`src/rtl/vga_timing_gen.sv`:
```
// Pixel-clock video timing generator: H/V counters, sync/gate phase decode,
// and registered polarized Hsync/Vsync/Csync/Blank plus eol/eof pulses.
module vga_timing_gen (
    input  logic        clk,
    input  logic        rst,
    input  logic        HSyncL,
    input  logic [7:0]  Thsync,
    input  logic [7:0]  Thgdel,
    input  logic [15:0] Thgate,
    input  logic [15:0] Thlen,
    input  logic        VSyncL,
    input  logic [7:0]  Tvsync,
    input  logic [7:0]  Tvgdel,
    input  logic [15:0] Tvgate,
    input  logic [15:0] Tvlen,
    input  logic        CSyncL,
    input  logic        BlankL,
    output logic        eol,
    output logic        eof,
    output logic        gate,
    output logic        Hsync,
    output logic        Vsync,
    output logic        Csync,
    output logic        Blank
);

    logic [15:0] hcnt;
    logic [15:0] vcnt;
    logic        line_end;
    logic        frame_end;

    logic [16:0] h_gate_beg;
    logic [16:0] h_gate_end;
    logic [16:0] v_gate_beg;
    logic [16:0] v_gate_end;

    logic        hs;
    logic        vs;
    logic        hgate;
    logic        vgate;

    // >= rather than == so a shortened period mid-line wraps at once
    always_comb begin
        line_end  = (hcnt >= Thlen);
        frame_end = (vcnt >= Tvlen);
    end

    always_ff @(posedge clk) begin
        if (rst) begin
            hcnt <= 16'd0;
        end else if (line_end) begin
            hcnt <= 16'd0;
        end else begin
            hcnt <= hcnt + 16'd1;
        end
    end

    always_ff @(posedge clk) begin
        if (rst) begin
            vcnt <= 16'd0;
        end else if (line_end) begin
            if (frame_end) begin
                vcnt <= 16'd0;
            end else begin
                vcnt <= vcnt + 16'd1;
            end
        end
    end

    // Visible window bounds; 17 bits holds the largest possible sum
    always_comb begin
        h_gate_beg = {9'd0, Thsync} + {9'd0, Thgdel} + 17'd2;
        h_gate_end = h_gate_beg + {1'b0, Thgate};
        v_gate_beg = {9'd0, Tvsync} + {9'd0, Tvgdel} + 17'd2;
        v_gate_end = v_gate_beg + {1'b0, Tvgate};
    end

    always_comb begin
        hs    = (hcnt <= {8'd0, Thsync});
        vs    = (vcnt <= {8'd0, Tvsync});
        hgate = ({1'b0, hcnt} >= h_gate_beg) &&
                ({1'b0, hcnt} <= h_gate_end);
        vgate = ({1'b0, vcnt} >= v_gate_beg) &&
                ({1'b0, vcnt} <= v_gate_end);
    end

    always_ff @(posedge clk) begin
        if (rst) begin
            eol   <= 1'b0;
            eof   <= 1'b0;
            gate  <= 1'b0;
            Hsync <= HSyncL;
            Vsync <= VSyncL;
            Csync <= CSyncL;
            Blank <= ~BlankL;
        end else begin
            eol   <= line_end;
            eof   <= line_end & frame_end;
            gate  <= hgate & vgate;
            Hsync <= hs ^ HSyncL;
            Vsync <= vs ^ VSyncL;
            Csync <= (hs | vs) ^ CSyncL;
            Blank <= ~(hgate & vgate) ^ BlankL;
        end
    end

endmodule

```
`config.mk`:
```
export PLATFORM = sky130hd
export DESIGN_NAME = vga_timing_gen
export DESIGN_NICKNAME = d
export VERILOG_FILES = /design/src/rtl/vga_timing_gen.sv
export SDC_FILE = /design/constraint.sdc
export NUM_CORES = 1
export LEC_CHECK = 0
export ABC_AREA = 1
export BUFFER_PORTS_ARGS = -buffer_cell sky130_fd_sc_hd__buf_4
export CAP_MARGIN = 40
export CORE_ASPECT_RATIO = 1.75
export CORE_UTILIZATION = 37
export DETAILED_ROUTE_END_ITERATION = 7
export PLACE_DENSITY = 0.63
export SYNTH_ARGS = -nofsm -noshare
export SYNTH_HDL_FRONTEND = slang
export SYNTH_SLANG_ARGS = --single-unit
```
`constraint.sdc`:
```
create_clock -name clk -period 7.85 [get_ports clk]
set_input_delay 1.57 -clock clk [delete_from_list [all_inputs] [get_ports clk]]
set_output_delay 1.57 -clock clk [all_outputs]
set_load 0.02 [all_outputs]
```
* Word-level counts from Yosys, hierarchy flattened
Cells that the tools add are included. W data, S select, Z words.
Word-level totals: register bits after elaboration 39, output and inout bits 7
Cells by class: add/sub/neg operators 8, order comparisons 8, multiplexer cells 5, bitwise gates (word level) 9, reductions and logical operators 3
Operators with widths (count):
- $add A10 B16 Y17 | 2
- $le A16 B17 Y1 | 2
- $add A16 B1 Y16 const B | 2
- $ge A16 B10 Y1 | 2
- $ge A16 B16 Y1 | 2
- $le A16 B8 Y1 | 2
- $add A9 B2 Y10 const B | 2
- $add A8 B8 Y9 | 2
- $mux W16 | 1
- $mux W1 | 4
- $xor A1 B1 Y1 | 4
- $and A1 B1 Y1 | 2
- $logic_and A1 B1 Y1 | 2
- $not A1 Y1 | 2
- $reduce_or A2 Y1 | 1
- $or A1 B1 Y1 | 1

* Longest topological paths before layout
word-level depth 9, mapped depth 34

* Least setup slack after synthesis
OpenSTA, ideal clock, no wires.
kind input to register, from input port Thsync[1], to register Blank, arrival 5.565 ns, required time 7.738 ns, slack 2.173 ns, stages 33, buffers on the path 0, cell sequence inv_1 ha_1 inv_1 ha_1 fa_1 a21oi_1 o21bai_1 nand2_1 a21oi_1 nor2_1 xor2_1 inv_1 ha_1 a21oi_1 a21boi_1 o21ai_2 a31oi_1 nor2_1 xor2_1 ha_1 nand2_1 nor2_1 and2_1 nand2_1 nand3_1 nand2_1 nand2_1 nand2_1 nand2_1 a21oi_1 nand2_1 nand2_1 nand2_1
Between the ends: cells in the longest elaborated chain, start to end 9, elaborated cells on any way between the ends 10
RTL lines:
- start: declaration | line 7 | input logic [7:0] Thsync,
- $add A8 B8 Y9 (*) | line 72 | h_gate_beg = {9'd0, Thsync} + {9'd0, Thgdel} + 17'd2;
- $add A9 B2 Y10 (*) | line 72
- $add A10 B16 Y17 | line 73 | h_gate_end = h_gate_beg + {1'b0, Thgate};
- $le A16 B17 Y1 | line 82 | ({1'b0, hcnt} <= h_gate_end);
- $logic_and A1 B1 Y1 (*) | line 81 | hgate = ({1'b0, hcnt} >= h_gate_beg) &&
- $and A1 B1 Y1 (*) | line 103 | Blank <= ~(hgate & vgate) ^ BlankL;
- $not A1 Y1 (*) | line 103
- $xor A1 B1 Y1 (*) | line 103
- $mux W1 (*) | line 88 | if (rst) begin
- end signal: assignment | line 95 | Blank <= ~BlankL;
- end signal: assignment | line 103
- end: declaration | line 24 | output logic Blank
Every way passes the cells marked *; elsewhere a longest branch is shown, timed or not. A chain may end at the register's enable or synchronous reset.

* Worst setup path in the final report
Same ends and word-level chain as after synthesis.

==> summary by stage <==
Logic synthesis
The flip-flop and latch count after synthesis is 39. The instance count of the mapped netlist is 868. The number of nets handed over by synthesis was 1128. After synthesis, the mean cell area works out to 6.94 um^2. For this run, asynchronously set or reset flops after synthesis account for 0%.

For this run, the leading register cell type out of synthesis is dfxtp_1. After synthesis the cells add up to 6020 um^2. Sequential elements use 13.0% of the synthesized area.

The number of different library cells used by synthesis comes to 38. The number of warnings issued by yosys is 0. Yosys mapped a number of flops with a built-in enable equal to 0.

Global routing
The first global-routing pass estimated 26000 um of wire. The maximum number of pins on one net before global-route repair is 18. Global routing used 19.6% of the available tracks across all layers. The via count of the first global-routing pass is 5926. Summed over all layers, the global routing overflow is 0. The number of antenna violations at the first check in global routing is 0.

CTS
TritonCTS built the clock tree. The hold buffer count at CTS is 0. No sink is reached through more buffers than the 2 on the longest clock path. In this run the post-CTS setup repair buffer count came out at 0.

Clock-pin slew was measured on the worst setup and hold paths at 0.06 ns. The count of clock tree sinks is 39. The worst-skew pair later-pin latency is 0.28 ns. The number of buffers added by the clock tree synthesis step is 5. The number of levels in the clock H-tree is 2. The root buffer cell chosen for the clock tree is clkbuf_16. Gates resized during post-CTS repair numbered 0.

Timing
The number of endpoints failing setup at the final stage is 0. The max-slew headroom at the worst pin is 66.1%. The final count of hold timing violations is 0. Of the available clock period, the critical path in the final layout requires 75.8%. Setup repair after global routing left no endpoint under its margin. Summed over all failing endpoints, the final setup total negative slack is 0 ns. The maximum clock frequency is 0.168 GHz.

The count of final max-slew check failures is 0. The shortest clock period the worst path allows after layout is 5.95 ns. At the pin with the least slew margin, the transition time is 0.502 ns. The clock arrives with 0.00377 ns of skew.

Floorplanning
The total area inside the core boundary comes to 15900 um^2. The die covers 16800 um^2. Row generation in the floorplan step produced 61 rows. The x dimension of the die is 98.5 um. The starting utilization of the core area is 37.9%. The I/O pin count is 109. In this run the vertical extent of the chip is 171 um.

Setup path
The required arrival time at the worst endpoint is 8.03 ns. Counting stages on the worst path, the most repeated cell is nand2_1. In this run the worst path has a maximum fanout of 5. The setup path with the least slack is of type in2reg.

The critical path launch point type is a primary input. The largest individual stage delay along the critical path comes from the cell fa_1. The type of destination of the critical path is a flip-flop.

On the worst path, the slowest cell contributes a delay of 0.41 ns. STA puts the critical path data arrival time at 6.13 ns.

Power
The fraction of power spent switching nets is 39.6%. The clock network burns 25.0% of the power. The total net switching power is 0.373 mW. The leakage power is 3.92 nW. VDD sags by at most 0.0000844 V.

The internal power of the cells totals 0.569 mW. The logic gate share of total power is 53.2%. The sequential share of power is 21.8%. The power per cell area is 130 nW/um^2.

Detailed routing
The count of nets left with antenna violations once routing finished came out at 0. Summed over all layers, the routed wires come to 16100 um. The post-detailed-route wirelength per cell is 13.7 um. In the routed design, unresolved DRC markers number 9.

The first detailed-routing pass ran for 8 iterations. After detailed routing, the number of vias per cell comes to 5.02. The iteration-0 DRC count of the detailed router is 91. The routed via count is 5877.

Final layout
Fill cells in the final layout number 1706. The total number of nets in the final design is 1241. The post-route netlist has 14.6% of its cells at a drive strength greater than 1. Once layout is complete, the utilization of the core stands at 45.6%. The count of inserted antenna diode cells is 0.

From synthesis to final layout, the design area changed by 20.1%.

Job
Across the run, the number of max-cap violations was 0.

Place
Port buffering added 108 buffers. The placer's final routability congestion estimate is 0.861. Detailed placement ended at an HPWL of 14200 um.

Run status
The final reports fail on DRC. The flow ran to the end, but the final reports show violations.

Min path
The path class of the tightest hold or removal check is reg2reg.
==> state kept, by name (all words and copies together), names as in the netlist <==
| register | flops |
|---|---|
| vcnt | 16 |
| hcnt | 16 |
| Blank | 1 |
| Csync | 1 |
| Hsync | 1 |
| Vsync | 1 |
| gate | 1 |
| eol | 1 |
| eof | 1 |
==> cells by family after synthesis <==
group           Yosys count  share of synthesized area (%)
simple gates            329                           24.2
fa+ha+maj               158                           33.3
buf+inv                 151                           9.45
compound gates          141                           12.8
xor+xnor                 50                           7.27
flops                    39                           13.0
==> critical path, delay by kind of cell <==
family                     cells  cell delay, ns
xor gates and xnor gates       1            0.14
AOI/OAI and AO/OA              5            0.80
buffers and inverters          5            0.31
and+or+nand+nor               16            1.76
adders and majority gates      5            1.54
==> worst paths after layout <==
path	start	endpoint	slack, ns	depth (start not counted)
max	Thsync[1]	Blank	1.90	32
min reg2reg	hcnt[0]	hcnt[0]	0.47	1
min	hcnt[0]	hcnt[0]	0.47	1
max reg2reg	hcnt[10]	hcnt[6]	5.41	10
==> power by group through the flow <==
stage	logic, mW	registers, mW	clock network (mW)
2_1_floorplan	0.353	0.211	0
3_3_place_gp	0.500	0.210	0
3_5_place_dp	0.506	0.210	0
4_1_cts	0.509	0.206	0.242
5_1_grt	0.578	0.206	0.250
6_report	0.502	0.206	0.235
==> area by class of cell <==
cell class | count | area, um^2 | area share [%]
Sequential cell | 39 | 781 | 10.8
Timing Repair Buffer | 108 | 811 | 11.2
Multi-Input combinational cell | 678 | 4670 | 64.6
Clock buffer | 6 | 139 | 1.92
Tap cell | 189 | 236 | 3.27
Clock inverter | 2 | 35.0 | 0.484
Inverter | 149 | 559 | 7.73
==> per-stage QoR <==
stage	instances	cell area (um^2)	total power, mW	hold slack, ns	setup WS, ns
CTS	1171	7240	0.956	0.475	1.87
global placement	1163	7060	0.710	0.456	1.63
detailed placement	1163	7060	0.716	0.462	1.57
finish	1171	7240	0.943	0.474	1.90
global route	1171	7240	1.03	0.515	1.40
floorplan	868	6020	0.564	0.440	2.17
==> cells in the mapped netlist, types with 4 or more instances <==
cell      count  share of area [%]
o21bai_1      6               0.75
xor2_1       34                4.9
fa_1          4                1.3
nand2_2       4               0.42
o21a_1        4               0.50
xnor2_1      16                2.3
ha_1        154                 32
dfxtp_1      39                 13
a21oi_1      85                7.1
nor3_2        5               0.83
nand3_1      42                3.5
nor3b_1       4               0.50
inv_1       146                9.1
nor3_1       16                1.3
nand4_1       8               0.83
nand2_1     154                9.6
o21ai_1       5               0.42
nor2_1       78                4.9
or2_2         4               0.42
o211ai_1      4               0.50
o21ai_0      26                2.2
==> layout by cell type (no fill, tap or decap), drive strengths merged, types with 8 or more instances in the layout <==
master  instances
a21oi          86
o21ai          33
xnor2          16
nor2           83
nand4           8
xor2           34
ha            154
nand2         158
dfxtp          39
nor3           21
buf           108
inv           149
nand3          45
==> routing by layer <==
layer  vias up  wire length, um  GRT usage, %
met4         0              749          10.3
met1      2642             5610          17.0
met2        99             9360          42.8
met3        36              378          1.47
li1       3100                -             -
met5         -                0             0
Power figures use the tool's default switching activity.
